===== src/rtl/sprite_pkg.sv =====
// sprite_pkg: shared sprite RAM widths, sprite descriptor field layout and
// the arbiter FSM state encoding.
package sprite_pkg;

    localparam int SPRITE_ADDR_W = 3;
    localparam int SPRITE_DATA_W = 32;

    // Descriptor word as stored in the sprite attribute RAM (MSB first).
    typedef struct packed {
        logic [4:0] tag;
        logic       flag;
        logic [9:0] x;
        logic [9:0] y;
        logic [2:0] row;
        logic [2:0] col;
    } sprite_desc_t;

    typedef enum logic {
        ARB   = 1'b0,
        WRITE = 1'b1
    } arb_state_t;

    // Pointer width that still works for the degenerate single-bit case.
    function automatic int ptr_width(input int n);
        return (n > 1) ? $clog2(n) : 1;
    endfunction

endpackage


===== src/rtl/sprite_ram_arbiter_rr_pick.sv =====
// rr_pick: combinational round-robin selector. Returns the first asserted
// request at or after ptr (circularly) as a one-hot vector.
module rr_pick #(
    parameter int N_REQ = 4,
    parameter int PTR_W = 2
) (
    input  logic [N_REQ-1:0] req,
    input  logic [PTR_W-1:0] ptr,
    output logic [N_REQ-1:0] win,
    output logic             valid
);

    logic [N_REQ-1:0] req_rot;
    logic [N_REQ-1:0] first_rot;

    // Rotate so ptr lands on bit 0, isolate the lowest set bit, rotate back.
    always_comb begin
        req_rot   = N_REQ'({req, req} >> ptr);
        first_rot = req_rot & (~req_rot + N_REQ'(1));
        win       = N_REQ'(({first_rot, first_rot} << ptr) >> N_REQ);
        valid     = |req;
    end

endmodule


===== src/rtl/sprite_ram_arbiter.sv =====
// sprite_ram_arbiter: round-robin arbiter granting sprite-descriptor writers
// one-cycle access to the sprite attribute RAM write port, and tracking which
// requesters have written during the current frame.
// Optional build macro SPRITE_ARB_VBLANK_GATE_EN: when defined, new grants
// are only issued while vblank is high.
//
// state | meaning
// ------+-------------------------------------------------------------
// ARB   | pick a winner, capture its addr/data, set up the write
// WRITE | wea/gnt asserted for exactly this one cycle
module sprite_ram_arbiter
    import sprite_pkg::*;
#(
    parameter int N_REQ  = 4,
    parameter int ADDR_W = SPRITE_ADDR_W,
    parameter int DATA_W = SPRITE_DATA_W
) (
    input  logic                     clk,
    input  logic                     reset,
    input  logic [N_REQ-1:0]         req,
    input  logic [N_REQ*ADDR_W-1:0]  req_addr,
    input  logic [N_REQ*DATA_W-1:0]  req_data,
    input  logic                     vblank,
    output logic [N_REQ-1:0]         gnt,
    output logic                     wea,
    output logic [ADDR_W-1:0]        addra,
    output logic [DATA_W-1:0]        dina,
    output logic                     frame_done
);

    localparam int PTR_W = ptr_width(N_REQ);

    arb_state_t         state;
    logic [PTR_W-1:0]   rr_ptr;
    logic [PTR_W-1:0]   next_ptr;
    logic [N_REQ-1:0]   mask;
    logic [N_REQ-1:0]   mask_base;
    logic [N_REQ-1:0]   mask_granted;
    logic [N_REQ-1:0]   pick_win;
    logic               pick_valid;
    logic               vblank_q;
    logic               vblank_rise;
    logic               eligible;
    logic [ADDR_W-1:0]  sel_addr;
    logic [DATA_W-1:0]  sel_data;

    rr_pick #(
        .N_REQ (N_REQ),
        .PTR_W (PTR_W)
    ) u_rr_pick (
        .req   (req),
        .ptr   (rr_ptr),
        .win   (pick_win),
        .valid (pick_valid)
    );

    // A new frame starts on the vblank rising edge; a grant in that same
    // cycle is applied after the clear so it counts toward the new frame.
    assign vblank_rise  = vblank & ~vblank_q;
    assign mask_base    = vblank_rise ? '0 : mask;
    assign mask_granted = mask_base | pick_win;

`ifdef SPRITE_ARB_VBLANK_GATE_EN
    assign eligible = vblank;
`else
    assign eligible = 1'b1;
`endif

    // Steer the winner's address/data and derive the pointer that follows it.
    always_comb begin
        sel_addr = '0;
        sel_data = '0;
        next_ptr = rr_ptr;
        for (int i = 0; i < N_REQ; i++) begin
            if (pick_win[i]) begin
                sel_addr = req_addr[i*ADDR_W +: ADDR_W];
                sel_data = req_data[i*DATA_W +: DATA_W];
                next_ptr = (i == N_REQ - 1) ? '0 : PTR_W'(i + 1);
            end
        end
    end

    // Arbitration FSM with registered write-port, grant and frame outputs.
    always_ff @(posedge clk) begin
        if (reset) begin
            state      <= ARB;
            rr_ptr     <= '0;
            mask       <= '0;
            gnt        <= '0;
            wea        <= 1'b0;
            addra      <= '0;
            dina       <= '0;
            frame_done <= 1'b0;
            vblank_q   <= 1'b0;
        end else begin
            vblank_q   <= vblank;
            frame_done <= 1'b0;
            mask       <= mask_base;
            case (state)
                ARB: begin
                    if (eligible && pick_valid) begin
                        state      <= WRITE;
                        gnt        <= pick_win;
                        wea        <= 1'b1;
                        addra      <= sel_addr;
                        dina       <= sel_data;
                        rr_ptr     <= next_ptr;
                        mask       <= mask_granted;
                        frame_done <= (&mask_granted) && !(&mask_base);
                    end
                end
                WRITE: begin
                    state <= ARB;
                    gnt   <= '0;
                    wea   <= 1'b0;
                end
            endcase
        end
    end

endmodule


===== config.mk =====
export PLATFORM = sky130hd
export DESIGN_NAME = sprite_ram_arbiter
export DESIGN_NICKNAME = d
export VERILOG_FILES = /design/src/rtl/sprite_pkg.sv /design/src/rtl/sprite_ram_arbiter_rr_pick.sv /design/src/rtl/sprite_ram_arbiter.sv
export SDC_FILE = /design/constraint.sdc
export NUM_CORES = 1
export LEC_CHECK = 0
export CORE_MARGIN = 10
export CORE_UTILIZATION = 30
export CTS_CLUSTER_DIAMETER = 120
export DETAILED_ROUTE_END_ITERATION = 7
export PLACE_DENSITY = 0.71
export SLEW_MARGIN = 20
export SYNTH_ARGS = -nofsm -noshare
export SYNTH_HDL_FRONTEND = slang
export SYNTH_SLANG_ARGS = --single-unit

===== constraint.sdc =====
create_clock -name clk -period 1.4 [get_ports clk]
set_input_delay 0.21 -clock clk [delete_from_list [all_inputs] [get_ports clk]]
set_output_delay 0.21 -clock clk [all_outputs]
set_load 0.01 [all_outputs]

After elaboration in Yosys (flattened, before gate mapping)
Index checks and enable logic that the tools add are counted.

storage, ports and cells
  flip-flop bits (word level) = 49
  input bits = 147
  word-level logic and storage cells = 50

operators by class
  $add $sub $neg = 1
  equality and inequality tests = 1
  shifts and indexed selects = 2
  muxes and demuxes = 21
  bitwise operators = 7
  reduce and logical (&&, ||, !) cells = 9

operators by type and width
  kind                 number
  $mux 32              4
  $mux 4               4
  $mux 3               4
  $mux 2               4
  $pmux 4 s2           1
  $reduce_and 4->1     2
  $shl 8x2->8          1
  $shr 8x2->4          1
  $add 4x1->4 const B  1
  $and 4x4->4          1
  $not 4->4            1
  $or 4x4->4           1
  $pmux 1 s2           2
  $reduce_bool 4->1    1
  $reduce_or 4->1      1
  $not 1->1            3
  $reduce_and 3->1     1
  $reduce_or 3->1      1
  $mux 1               2
  $ne 2x2->1 const B   1
  $reduce_and 2->1     1
  $and 1x1->1          1
  $logic_and 1x1->1    1
  $logic_not 1->1      1

Depth between registers and ports, before layout
  word-level depth = 9
  gate-level depth with buffers = 8
  gate-level depth less buffers = 5

Modules after synthesis
A second synthesis with hierarchy kept.

second synthesis, totals
  cell total of the unflattened synthesis = 387
  area, all modules = 2,666.3 um2

modules (own cells, without submodules)
  module              instances  cells an instance  area an instance (um2)
  sprite_ram_arbiter  1          368                2,548.7
  rr_pick             1          19                 117.6

Worst setup path after synthesis
No wires, ideal clock.

  path kind = flip-flop to flip-flop
  start = reg rr_ptr[1]
  end = reg dina[10]
  arrival = 1.417 ns
  data required time = 1.331 ns
  path slack = -0.086 ns
  stages on the path, launching flop included = 8
  period minus slack after synthesis = 1.486 ns
  cell sequence = dfxtp_1 > buf_4 > inv_2 > a21oi_1 > o221a_2 > clkbuf_1 > and4bb_2 > o21ai_1

on the way
  cells in the longest elaborated chain, start to end = 9

RTL lines
  element                 line                              RTL
  start, declared         sprite_ram_arbiter.sv:34          logic [PTR_W-1:0] rr_ptr;
  start signal, assigned  sprite_ram_arbiter.sv:107         rr_ptr <= next_ptr;
  $shr 8x2->4             sprite_ram_arbiter_rr_pick.sv:18  req_rot = N_REQ'({req, req} >> ptr);
  $not 4->4               sprite_ram_arbiter_rr_pick.sv:19  first_rot = req_rot & (~req_rot + N_REQ'(1));
  $add 4x1->4             sprite_ram_arbiter_rr_pick.sv:19
  $and 4x4->4             sprite_ram_arbiter_rr_pick.sv:19
  $shl 8x2->8 *           sprite_ram_arbiter_rr_pick.sv:20  win = N_REQ'(({first_rot, first_rot} << ptr) >> N_REQ);
  $mux 32 (3 in series)   sprite_ram_arbiter.sv:75          if (pick_win[i]) begin
  $mux 32 *               sprite_ram_arbiter.sv:75
  end signal, assigned    sprite_ram_arbiter.sv:106         dina <= sel_data;
  end, declared           sprite_ram_arbiter.sv:27          output logic [DATA_W-1:0] dina,

Every way passes the cells marked *; elsewhere a longest branch is shown, timed or not.
A chain may end at the register's enable or synchronous reset.

Final worst setup path
  start = reg rr_ptr[1]
  end = reg dina[1]

The elaborated chain is that of the path after synthesis.

==> results.py <==
metrics = {
    "drt": {
        "drt-pass1-iter-count": 4,
        "drt_wl_total_microns": 14500,
        "drt_iter0_markers": 265,
        "drc": 0,
        "num_vias": 3744,
        "wire_per_inst_microns": 19.9,
        "postRouteAntennaNets": 0,
        "viasPerCell": 5.14,
    },
    "die": {
        "io-pin-count": 188,
        "start_util_pct": 30.5,
        "die_w_microns": 119,
        "die_h_microns": 119,
        "placementRows": 36,
        "core_sq_mm": 0.00968,
        "die-area_sq_mm": 0.0142,
    },
    "run": {
        "cap_violations": 0,
    },
    "sta": {
        "final.min_clock_period_ns": 1.54,
        "tightest_slew_ns": 0.355,
        "setup_tns_ns": -3.61,
        "layout_setup_ws_ns": -0.138,
        "grt_setup_unrepaired": "yes",
        "fmaxAchievable_ghz": 0.650,
        "min_period_over_period_pct": 110,
        "finalSetupViolCount": 40,
        "slew_headroom_pct": 76.3,
        "maxSlewViolCount": 0,
        "finalHoldViolations": 0,
        "finClkSkew_ns": 0.0101,
    },
    "clocking": {
        "htreeDepth": 2,
        "numCtsBuffers": 5,
        "cts.sink_count": 49,
        "clk_latency_ns": 0.30,
        "root_buffer": "clkbuf_8",
        "cts.clk_slew.worst_paths_ns": 0.10,
        "clk_path_buf_depth": 2,
        "hold_buffers": 0,
        "cts_tree": "done",
    },
    "yosys": {
        "synth-seq-cells": 49,
        "ys_top_cells_by_count": "107 x nand2_1, 49 x dfxtp_1, 39 x o21ai_0, 35 x a21boi_0, 35 x o21ai_1",
        "seq_area_frac_synth_pct": 33.2,
        "synth_fp_nets": 528,
        "ys.flop_type": "dfxtp_1",
        "synthDominantCellAreaShare_pct": 33.2,
        "synth_most_common_cell": "nand2_1",
        "syn_avg_cell_area_sq_um": 7.76,
        "synth_cell_types": 34,
        "synth.area.top_cells": "dfxtp_1 33%, nand2_1 14%, a21boi_0 8.9%, and4bb_1 7.2%, o21ai_0 6.6%",
        "synth_largest_area_cell": "dfxtp_1",
        "syn-cell-area_sq_mm": 0.00296,
        "synth_enable_flop_cells": 0,
        "yosysWarnings": 0,
        "syn_inst": 381,
        "synthArstFlopShare_pct": 0,
    },
    "grt": {
        "grt_overflow": 0,
        "grt_pass1_vias": 3972,
        "grtUsageTotal_pct": 18.9,
        "antenna_found_initial": 0,
        "grt_max_degree": 26,
        "grt_pass1_wl_microns": 21800,
    },
    "status": {
        "violations": "negative setup slack",
        "status": "finished, violations left",
    },
    "worst_setup_path": {
        "critPathMaxFanout": 11,
        "criticalPathCategory": "register to register",
        "cp.required_ns": 1.61,
        "worst_setup_path_end_kind": "register",
        "cp_num_buf_inv": 2,
        "slowest_stage": "dfxtp_4",
        "cp_cell_sequence": "o2bb2ai_2, a32o_2, buf_12, buf_12, nand2_1, and4bb_2, o21ai_1",
        "critPathArrivalTime_ns": 1.74,
        "slowest_delay_ns": 0.40,
        "cpLargestDelayFamily": "compound AO/OA/AOI/OAI gates",
        "cp_common_cell": "buf_12",
        "startpoint_type": "register",
    },
    "power": {
        "leakagePower_nw": 2.28,
        "p_comb_share_pct": 41.6,
        "fin_total_pwr_mw": 4.40,
        "powerDensity_mw_per_mm2": 781,
        "peakVddDrop_mv": 0.475,
        "switching_share_pct": 31.4,
        "p_clk_share_pct": 21.1,
        "seqPwrFrac_pct": 37.3,
        "p_sw_mw": 1.38,
        "internal_power_mw": 3.02,
    },
    "placement": {
        "dpl_worst_slack_ns": -0.679,
        "hpwl_microns": 10700,
        "port_buffers": 187,
        "place_area_sq_mm": 0.00522,
        "gp_congestion": 0.856,
    },
    "cells_and_area": {
        "drive_gt1_share_pct": 18.0,
        "fill_cells": 878,
        "nNetsFinal": 741,
        "syn_to_final_growth_pct": 90.5,
        "final_cell_area_sq_mm": 0.00563,
        "num_antenna_cells": 0,
    },
    "min_path": {
        "hp-class": "register to register",
    },
}
per-stage QoR:
step,utilization (%),instances,hold slack [ns]
global route,58.2,728,0.472
floorplan,-,381,0.338
global placement,53.9,706,0.431
finish,58.2,728,0.448
CTS,56.4,726,0.450
detailed placement,53.9,706,0.436
cell usage in the layout (no fill, tap or decap), types with 2 or more instances in the layout:
| master | instances |
|---|---|
| clkbuf_16 | 2 |
| and4bb_2 | 13 |
| clkdlybuf4s50_1 | 142 |
| a22oi_2 | 3 |
| dlygate4sd2_1 | 42 |
| dfxtp_4 | 2 |
| dfxtp_1 | 47 |
| inv_1 | 3 |
| a21boi_0 | 11 |
| a21oi_2 | 2 |
| clkbuf_8 | 6 |
| nor2_1 | 10 |
| nor2_4 | 2 |
| buf_4 | 22 |
| buf_6 | 15 |
| o221a_4 | 2 |
| o21ai_1 | 46 |
| a21boi_1 | 22 |
| nor4bb_1 | 2 |
| a21oi_1 | 7 |
| and4bb_1 | 17 |
| nand2_1 | 106 |
| o21ai_2 | 6 |
| buf_12 | 9 |
| o21ai_0 | 22 |
| nor2b_1 | 2 |
power by group through the flow:
stage	Combinational (mW)	Clock, mW	Sequential, mW
after floorplan	0.662	0	1.71
after global placement	1.68	0	1.66
after detailed placement	1.70	0	1.67
after CTS	1.73	0.964	1.63
after global routing	1.97	1.02	1.66
final	1.83	0.928	1.64
cell type report:
type | instances | area [sq um] | area share [%]
Sequential cell | 49 | 988 | 17.5
Tap cell | 133 | 166 | 2.95
Timing Repair Buffer | 237 | 2420 | 42.9
Clock inverter | 2 | 13.8 | 0.244
Inverter | 4 | 15.0 | 0.267
Clock buffer | 6 | 82.6 | 1.47
Multi-Input combinational cell | 297 | 1950 | 34.6
logic make-up after synthesis:
group | count (synthesis) | synth area share, %
DFF | 49 | 33.2
AOI/OAI and AO/OA | 131 | 27.0
buffers and inverters | 36 | 6.90
and+or+nand+nor | 165 | 32.9
registers in the layout, summed over array words and instances (netlist names):
signal      flops
addra           3
dina           32
frame_done      1
gnt             4
mask            4
rr_ptr          2
state           1
vblank_q        1
wea             1
per-layer routing:
metal	part of all wire (%)	up-vias	GRT usage [%]
li1	-	1776	-
met5	0	-	0
met1	41	1764	22.7
met4	2.4	0	5.80
met3	8.1	20	4.49
met2	49	184	32.4
timing repair:
item | CTS | global route
buffers inserted | 8 | 0
cloned | 5 | 2
gates resized for setup | 95 | 50
setup endpoints to repair | 87 | 45
pin swaps | 38 | 11
final timing paths:
kind	startpoint	endpoint	slack (ns)	cells after the start
max	rr_ptr[1]	dina[1]	-0.14	7
max reg2reg	rr_ptr[1]	dina[1]	-0.14	7
min	dina[20]	dina[20]	0.45	2
min reg2reg	dina[20]	dina[20]	0.45	2
worst reg2reg max path: stages (launching register included):
cell and delay, ns:
dfxtp_4 0.40, o2bb2ai_2 0.14, a32o_2 0.27, buf_12 0.14, buf_12 0.13, nand2_1 0.08
and4bb_2 0.22, o21ai_1 0.07
(Power assumes the default switching activity.)
==> RTL edit, RTL diff (same flow settings) <==
`N_REQ` is set to 4 in 2 places; all go to 2.
--- a/src/rtl/sprite_ram_arbiter_rr_pick.sv
+++ b/src/rtl/sprite_ram_arbiter_rr_pick.sv
@@ -1,7 +1,7 @@
 // rr_pick: combinational round-robin selector. Returns the first asserted
 // request at or after ptr (circularly) as a one-hot vector.
 module rr_pick #(
-    parameter int N_REQ = 4,
+    parameter int N_REQ = 2,
     parameter int PTR_W = 2
 ) (
     input  logic [N_REQ-1:0] req,
--- a/src/rtl/sprite_ram_arbiter.sv
+++ b/src/rtl/sprite_ram_arbiter.sv
@@ -11,7 +11,7 @@
 module sprite_ram_arbiter
     import sprite_pkg::*;
 #(
-    parameter int N_REQ  = 4,
+    parameter int N_REQ  = 2,
     parameter int ADDR_W = SPRITE_ADDR_W,
     parameter int DATA_W = SPRITE_DATA_W
 ) (
Ports: changed (resized gnt, req, req_addr and req_data); port bits go from 188 to 114. No check against the original RTL was run, so the function may have changed too.
==> RTL edit against the original RTL <==
Final cell count down 43%; largest cell class unchanged; sequential cell count down 5; worst setup slack better by 0.21 ns; global-route usage down 5.9 points; worst hold slack better by 0.035 ns; synthesized area down 29%; clock power up 15%; critical path type is now input port to flip-flop; via count down 45%; sequential share of layout area up 7.7 points; design area down 38%; total power down 20%; wire length down 50%.
==> RTL edit: results (changes against the original RTL) <==
Status
  • Status: finished clean

Placement
  • Buffers added on ports: 113 (-40%)
  • Post-DP HPWL: 5270 µm (-51%)
  • Gpl congestion: 0.743 (-13%)
  • Placed cell area: 3390 µm² (-35%)

Synth
  • Post-Synth XOR/XNOR Area: 0% (unchanged)
  • Post-synthesis compound-gate area fraction: 29.2% (+2.2 points)
  • Net Count, Synth: 276 (-48%)
  • Ys flop type: dfxtp_1
  • Synth top area cells: dfxtp_1 (42%), o32ai_2 (22%), nor3_1 (17%)
  • Fraction of registers with async set/reset: 0% (unchanged)
  • Count of different cell masters after synthesis: 27 (-21%)
  • Yosys warning total: 0 (unchanged)
  • Register area share after synthesis: 41.7% (+8.5 points)
  • Mux contribution to synthesized area: 0% (unchanged)
  • Synth Area in Adders: 0% (unchanged)
  • Commonest cells post-synth: nor3_1 (70), dfxtp_1 (44), o32ai_2 (29)

Setup path
  • CP max-delay cell: clkdlybuf4s50_1
  • CP Max Fanout: 14 (+3)
  • Crit path DAT: 1.50 ns (-0.24 ns)
  • Register-to-Register Setup Slack: 0.18 ns (+0.32 ns)
  • Slowest stage delay, CP: 0.51 ns (+0.11 ns)

Drt
  • Drt first pass iters: 6 (+2)
  • Via count of the routed design: 2074 (-45%)
  • DRC Markers: 0 (unchanged)
  • Wire per inst: 17.4 µm (-12%)
  • Starting DRT DRC Count: 78 (-71%)

Clock network
  • Clock root buffer: clkbuf_8
  • Clk buf depth: 2 (unchanged)
  • Postcts setup bufs: 0 (-8)
  • CTS H-tree lvls: 2 (unchanged)
  • Total CTS buffers: 5 (unchanged)
  • Worst-skew pair later-pin latency: between 0.2 and 0.3 ns

Pwr
  • Maximum VDD drop: 380 µV (-20%)
  • Lkg Pwr: 1.40 nW (-38%)

Global route
  • First-pass GRT wire length: 11800 µm (-46%)
  • GR Util All Layers: 13.0% (-5.9 points)
  • Largest net degree at the start of global routing: 40 (+54%)
  • Initial antenna violation count: 1 (+1)
  • Number of global-route vias before repair: 2263 (-43%)

STA
  • Clock Skew: 0.00871 ns (-0.00144 ns)
  • Slew @ Worst Pin: 0.441 ns (+0.0866 ns)

Cells and area
  • Layout cells sized above 1: 19.4% (+1.4 points)
  • Fill count: 654 (-26%)
  • Regs by FF count: dina (32), addra (3)
  • Post-layout util: 51.1% (-7.1 points)
  • Final-stage net count: 389 (-48%)

Min path
  • Type of the tightest min-delay check: flip-flop to flip-flop
[RTL edit: changes by cell type after synthesis, moves of 5 or more]
cell,unedited run,this run
o21ai_0,39,2
nand2_1,107,3
dfxtp_1,49,44
and4bb_2,13,0
a21oi_1,9,1
nor2_1,11,4
a21boi_0,35,1
and4bb_1,17,0
nor3_1,1,70
o32ai_1,0,6
o21ai_1,35,0
o32ai_2,0,29
[RTL edit: per-layer routing]
layer / track usage (%) / vias to the layer above / share of wire [%]
li1: - / 1005 / -
met1: 16.1 / 966 / 45
met2: 20.0 / 94 / 44
met3: 5.39 / 9 / 8.9
met4: 3.88 / 0 / 1.7
met5: 0 / - / 0
[RTL edit: final timing paths]
check        depth (start not counted)                    end           startpoint
min                                  2    gnt[0]$_SDFFE_PP0P_  gnt[0]$_SDFFE_PP0P_
min reg2reg                          2    gnt[0]$_SDFFE_PP0P_  gnt[0]$_SDFFE_PP0P_
max                                  5  dina[19]$_SDFFE_PP0P_               req[0]
max reg2reg                          4  addra[1]$_SDFFE_PP0P_  rr_ptr$_SDFFE_PP0P_
[RTL edit: repair_timing]
item / in CTS / in global routing
resized for setup: 35 / 5
pin swaps: 0 / 0
setup endpoints to repair: 35 / 5
gates cloned: 0 / 0
[RTL edit: worst max-delay path, delay by kind of cell]
family                 cells  cell delay, ns
and+or+nand+nor            1            0.06
AOI/OAI and AO/OA          2            0.50
buffers and inverters      2            0.72
[RTL edit: area by class of cell]
cell class	instances	share of cell area [%]
Antenna cell	1	0.0717
Clock buffer	7	2.76
Clock inverter	1	0.861
Inverter	3	0.323
Multi-Input combinational cell	130	30.0
Sequential cell	44	25.3
Tap cell	96	3.44
Timing Repair Buffer	130	37.3
[RTL edit: stage by stage]
step           hold WS, ns  total power, mW  cells  setup WS (ns)  TNS [ns]
6_report             0.483             3.51    412         0.0693         0
5_1_grt              0.497             3.70    412         0.0118         0
4_1_cts              0.486             3.57    411       0.000327         0
3_5_place_dp         0.476             2.56    403         -0.237     -7.48
3_3_place_gp         0.465             2.54    403         -0.203     -6.44
2_1_floorplan        0.333             1.99    201          0.207         0
[RTL edit: where the power goes]
group	internal [mW]	total [mW]	switching (mW)
Clock	0.630	1.07	0.437
Sequential	1.37	1.45	0.0716
Combinational	0.561	0.999	0.438
[RTL edit: kinds of logic (layout without fill, tap and decap cells)]
logic type | after synthesis | in the layout
flip-flops | 44 | 44
other | 0 | 1
AND/OR/NAND/NOR | 84 | 84
AO/OA/AOI/OAI | 46 | 46
buffers and inverters | 27 | 141
